===== src/rtl/iob_cfg_loader.sv =====
// iob_cfg_loader: serial configuration writer for a bank of I/O blocks.
// Hunts for a sync word in a bit-serial stream, stages one frame of per-IOB
// control bits, checks its parity and then drives TSMUX/DORREG to the bank.
//
// state | meaning
// HUNT  | shift bits in, wait for SYNC_WORD
// LOAD  | capture NUM_IOB*CFG_BITS payload bits into staging
// CHECK | compare the parity bit with the running XOR of the payload
// APPLY | copy staging to the outputs, pulse CFG_DONE next cycle
module iob_cfg_loader #(
  parameter int          NUM_IOB   = 4,
  parameter logic [7:0]  SYNC_WORD = 8'hA5,
  parameter int          CFG_BITS  = 3
) (
  input  logic                 IOCLK,
  input  logic                 RST_N,
  input  logic                 SDI,
  input  logic                 SDI_VALID,
  input  logic                 CFG_ABORT,
  output logic [2*NUM_IOB-1:0] TSMUX_CFG,
  output logic [NUM_IOB-1:0]   DORREG_CFG,
  output logic                 CFG_DONE,
  output logic                 CFG_ERR,
  output logic                 BUSY
);

  localparam int PAY_BITS = NUM_IOB * CFG_BITS;
  localparam int CNT_W    = $clog2(PAY_BITS + 1);
  localparam logic [CNT_W-1:0] CNT_LAST = CNT_W'(PAY_BITS - 1);

  typedef enum logic [1:0] {HUNT, LOAD, CHECK, APPLY} state_t;

  state_t               state, state_nxt;
  logic [7:0]           sync_sr;
  logic [7:0]           sync_shift;
  logic                 sync_hit;
  logic [CNT_W-1:0]     bit_cnt;
  logic                 par_acc;
  logic [PAY_BITS-1:0]  stg;
  logic [2*NUM_IOB-1:0] tsmux_stg;
  logic [NUM_IOB-1:0]   dorreg_stg;

  assign sync_shift = {sync_sr[6:0], SDI};
  assign sync_hit   = SDI_VALID && (sync_shift == SYNC_WORD);
  assign BUSY       = (state == LOAD) || (state == CHECK);

  // Unpack staging: per IOB the stream order is DORREG, TSMUX[0], TSMUX[1].
  always_comb begin
    tsmux_stg  = '0;
    dorreg_stg = '0;
    for (int i = 0; i < NUM_IOB; i++) begin
      dorreg_stg[i]     = stg[CFG_BITS*i];
      tsmux_stg[2*i]    = stg[CFG_BITS*i + 1];
      tsmux_stg[2*i+1]  = stg[CFG_BITS*i + 2];
    end
  end

  // State register.
  always_ff @(posedge IOCLK or negedge RST_N) begin
    if (!RST_N) state <= HUNT;
    else        state <= state_nxt;
  end

  // Next-state logic; abort overrides everything, SDI_VALID=0 stalls.
  always_comb begin
    state_nxt = state;
    if (CFG_ABORT) begin
      state_nxt = HUNT;
    end else begin
      case (state)
        HUNT:    if (sync_hit) state_nxt = LOAD;
        LOAD:    if (SDI_VALID && (bit_cnt == CNT_LAST)) state_nxt = CHECK;
        CHECK:   if (SDI_VALID) state_nxt = (SDI == par_acc) ? APPLY : HUNT;
        APPLY:   state_nxt = HUNT;
        default: state_nxt = HUNT;
      endcase
    end
  end

  // Datapath: sync shifter, bit counter, parity, staging, outputs and pulses.
  always_ff @(posedge IOCLK or negedge RST_N) begin
    if (!RST_N) begin
      sync_sr    <= '0;
      bit_cnt    <= '0;
      par_acc    <= 1'b0;
      stg        <= '0;
      TSMUX_CFG  <= '0;
      DORREG_CFG <= '0;
      CFG_DONE   <= 1'b0;
      CFG_ERR    <= 1'b0;
    end else begin
      CFG_DONE <= 1'b0;
      CFG_ERR  <= 1'b0;
      if (CFG_ABORT) begin
        sync_sr <= '0;
        bit_cnt <= '0;
        par_acc <= 1'b0;
      end else begin
        case (state)
          HUNT: begin
            if (sync_hit) begin
              // Start the next hunt from a clean register once a frame begins.
              sync_sr <= '0;
              bit_cnt <= '0;
              par_acc <= 1'b0;
            end else if (SDI_VALID) begin
              sync_sr <= sync_shift;
            end
          end
          LOAD: begin
            if (SDI_VALID) begin
              stg[bit_cnt] <= SDI;
              bit_cnt      <= bit_cnt + CNT_W'(1);
              par_acc      <= par_acc ^ SDI;
            end
          end
          CHECK: begin
            if (SDI_VALID && (SDI != par_acc)) CFG_ERR <= 1'b1;
          end
          APPLY: begin
            TSMUX_CFG  <= tsmux_stg;
            DORREG_CFG <= dorreg_stg;
            CFG_DONE   <= 1'b1;
          end
          default: ;
        endcase
      end
    end
  end

endmodule

===== config.mk =====
export PLATFORM = sky130hd
export DESIGN_NAME = iob_cfg_loader
export DESIGN_NICKNAME = d
export VERILOG_FILES = /design/src/rtl/iob_cfg_loader.sv
export SDC_FILE = /design/constraint.sdc
export NUM_CORES = 1
export LEC_CHECK = 0
export CAP_MARGIN = 20
export CORE_MARGIN = 2
export CORE_UTILIZATION = 56
export CTS_BUF_LIST = sky130_fd_sc_hd__clkbuf_16
export DETAILED_ROUTE_END_ITERATION = 8
export GPL_TIMING_DRIVEN = 0
export PLACE_DENSITY = 0.83
export SYNTH_ARGS = -nofsm -noshare
export SYNTH_HDL_FRONTEND = slang
export SYNTH_SLANG_ARGS = --single-unit

===== constraint.sdc =====
create_clock -name IOCLK -period 2.2 [get_ports IOCLK]
set_input_delay 0.22 -clock IOCLK [delete_from_list [all_inputs] [get_ports IOCLK]]
set_output_delay 0.22 -clock IOCLK [all_outputs]
set_load 0.05 [all_outputs]

==> Flow_metrics.wiki <==
{| class="wikitable"
! Metric !! Value
|-
| ANT nets after route || 0
|-
| Total clock sinks || 40
|-
| Clock period minus final worst setup slack || 2095 ps
|-
| Most frequent cell after synthesis || sky130_fd_sc_hd__dfrtp_1
|-
| Register area share after synthesis || 51.51%
|-
| Post-DR wirelength/cell || 15.00 µm
|-
| Worst clock skew || 3.084 ps
|-
| Power density over the cells || 762.5 nW/µm²
|-
| Maximum vdd ir drop || 0.6480 mV
|-
| Area growth, synth to finish || 19.51%
|-
| Total negative slack for setup checks || 0 ps
|-
| Worst Setup Start Kind || flop
|-
| Internal power component || 1286 µW
|-
| Number of antenna cells inserted || 0
|-
| Clock transition at the registers of the reported paths || 60 ps
|-
| Fraction of post-synthesis cell area in the top cell type by area || 51.51%
|-
| Wire length of the first global-routing pass || 6.368 mm
|-
| Leading area contributor after synthesis || sky130_fd_sc_hd__dfrtp_1
|-
| Number of max-cap violations || 0
|-
| Seq pwr share || 44.7%
|-
| Proportion of power drawn by the clock network || 39.4%
|-
| Overall die width || 62.91 µm
|-
| Number of synthesized flops with an enable pin || 0
|-
| Post-Syn Area per Cell || 11.92 µm²
|-
| H-tree depth reported by CTS || 2
|-
| Post-CTS Hold Buffers || 0
|-
| Unrepaired setup endpoints after global routing || no
|-
| Dpl cell area || 2176 µm²
|-
| Synthesized netlist cell count || 163
|-
| Register area || 1001 µm²
|-
| Overall Global Routing Usage || 20.72%
|-
| Vias per cell || 5.596
|-
| Row Count || 21
|-
| Drt first-iter violations || 64
|-
| Net switching power || 484.3 µW
|-
| Core Area || 3337 µm²
|-
| Number of max-slew violations in the final report || 0
|-
| Warning count from the yosys run || 0
|-
| Most frequently used flop master after synthesis || sky130_fd_sc_hd__dfrtp_1
|-
| Source-to-sink clock delay at the later pin of the worst-skew pair || 280 ps
|-
| CP Data Required Time || 1980 ps
|-
| Worst reg2reg setup slack || 240 ps
|-
| Worst slew margin relative to its limit || 44.36%
|-
| Count of placed standard cells including taps || 227
|-
| Number of non-filler instances in the completed layout || 235
|-
| Setup violations, final || 0
|-
| Comb pwr share || 15.9%
|-
| Final weighted congestion in routability-driven placement || 0.8156
|-
| Nature of the critical path endpoint || output pin
|-
| CTS tree || yes
|-
| Cell Area, Synth || 1943 µm²
|-
| Post-synth ARST share || 100.0%
|-
| Switching share of power || 27.35%
|-
| Final worst path period share || 95.23%
|-
| Starting utilization of the core area || 58.23%
|-
| Share of post-route cells with drive strength above 1 || 24.87%
|-
| DRT Pass-1 Iters || 4
|-
| LEAKAGE || 0.001105 µW
|-
| Drc violations || 0
|-
| Outcome || complete, no violations
|-
| R2r startpoint || state[1]
|-
| Combined area of the multi-input logic cells || 869.6 µm²
|-
| Buffer levels on the longest clock path || 2
|-
| CP max FO || 5
|-
| Total power draw || 1771 µW
|-
| Depth of the worst register-to-register path || 6
|-
| Total Routed Length || 3.526 mm
|-
| Die Y || 62.91 µm
|-
| Number of buffers inserted during clock tree synthesis || 5
|-
| Leftover overflow at the end of global routing || 0
|-
| Endpoint of the worst register-to-register path || bit_cnt[3]
|-
| Data arrival at the endpoint of the critical path || 1880 ps
|-
| Num ports || 20
|-
| Flop and latch count out of synthesis || 40
|-
| Fill cell total of the finished layout || 242
|-
| Buffers on Ports || 18
|-
| Worst setup path category || reg2out
|-
| Synth Net Count || 177
|-
| Worst Tran Pin Value || 834.6 ps
|-
| Number of nets in the finished design || 202
|-
| Achievable Freq || 477.3 MHz
|-
| Worst min path class || in2async
|-
| Count of vias placed by the detailed router || 1315
|-
| Area of all placed cells without fillers || 2322 µm²
|-
| Die area || 3957 µm²
|-
| Largest net degree at the start of global routing || 41
|-
| Antenna violations before repair || 0
|-
| Clock tree root buffer cell || sky130_fd_sc_hd__clkbuf_16
|-
| Leading cell types by total area after synthesis || sky130_fd_sc_hd__dfrtp_1, sky130_fd_sc_hd__mux2_2, sky130_fd_sc_hd__ha_1, sky130_fd_sc_hd__nor2_1, sky130_fd_sc_hd__nand2_1
|-
| Most common library cells after synthesis || sky130_fd_sc_hd__dfrtp_1, sky130_fd_sc_hd__mux2_2, sky130_fd_sc_hd__nor2_1
|-
| Final-report hold violation count || 0
|-
| Post-DP HPWL || 2.504 mm
|-
| Number of global-route vias before repair || 1383
|-
| Distinct cells, synth || 36
|}
power by group through the flow:
stage                     Clock, µW  Combinational [µW]  Sequential, µW
after floorplan                   0                 209             798
after global placement            0                 262             801
after detailed placement          0                 278             806
after CTS                       701                 280             792
after global routing            735                 307             795
final                           697                 282             792
layout make-up:
cell class	instances	area share, %
Timing Repair Buffer	18	7.543
Clock inverter	3	0.8082
Clock buffer	5	5.388
Tap cell	46	2.478
Multi-Input combinational cell	107	37.45
Buffer	8	1.940
Sequential cell	40	43.10
Inverter	8	1.293
routing by layer:
layer,track usage (%),part of all wire (%),vias to the layer above
li1,-,-,625
met1,26.93,44,656
met2,33.38,50,28
met3,6.126,3.8,6
met4,6.667,1.8,0
met5,0,0,-
state kept, by name (all words and copies together) (netlist names):
name,cells
CFG_DONE,1
CFG_ERR,1
DORREG_CFG,4
TSMUX_CFG,8
bit_cnt,4
par_acc,1
state,2
stg,12
sync_sr,7
how the worst max path moves through the flow:
| stage | start | slack, ps | cells past startpoint | endpoint |
|---|---|---|---|---|
| 6_report | state[0] | 100 | 3 | BUSY |
| 5_1_grt | state[0] | 40 | 3 | BUSY |
| 4_1_cts | state[0] | 110 | 3 | BUSY |
| 3_5_place_dp | state[1] | 150 | 6 | stg[3] |
| 3_3_place_gp | RST_N | 20 | 1 | TSMUX_CFG[3] |
| 2_1_floorplan | state[1] | 440 | 6 | stg[2] |
per-stage QoR:
stage	hold slack (ps)	setup WS, ps	utilization [%]
after floorplan	-75.59	437.8	-
after global routing	135.6	39.29	69.59
final	39.38	104.9	69.59
after detailed placement	382.8	151.2	65.20
after global placement	487.1	19.14	65.35
after CTS	82.66	105.0	69.52
layout by cell type (no fill, tap or decap), types with 6 or more instances in the layout:
cell type / n
sky130_fd_sc_hd__buf_2: 7
sky130_fd_sc_hd__dfrtp_1: 40
sky130_fd_sc_hd__inv_1: 8
sky130_fd_sc_hd__mux2_2: 24
sky130_fd_sc_hd__clkdlybuf4s50_1: 17
sky130_fd_sc_hd__nand2b_1: 6
sky130_fd_sc_hd__nor2_1: 11
sky130_fd_sc_hd__a21oi_1: 6
sky130_fd_sc_hd__nand2_1: 10
sky130_fd_sc_hd__ha_1: 9
worst max-delay path: stages (launching register included):
cell                              delay [ps]
sky130_fd_sc_hd__dfrtp_1                 420
sky130_fd_sc_hd__inv_1                   100
sky130_fd_sc_hd__ha_1                    280
sky130_fd_sc_hd__clkdlybuf4s50_1         790
kinds of logic after synthesis:
logic type / after synthesis / synth area share, %
muxes: 26 / 15.20
DFF: 40 / 51.51
buffers and inverters: 16 / 3.863
and+or+nand+nor: 46 / 13.26
xor gates and xnor gates: 1 / 0.4508
adders and majority gates: 9 / 5.795
AOI/OAI and AO/OA: 25 / 9.917
timing repair:
action | in CTS | in global routing
gates resized for setup | 0 | 1
hold endpoints to repair | 0 | 0
setup endpoints to repair | 0 | 4
setup buffers | 0 | 0
Note: power is estimated with default switching activity, not from simulation.
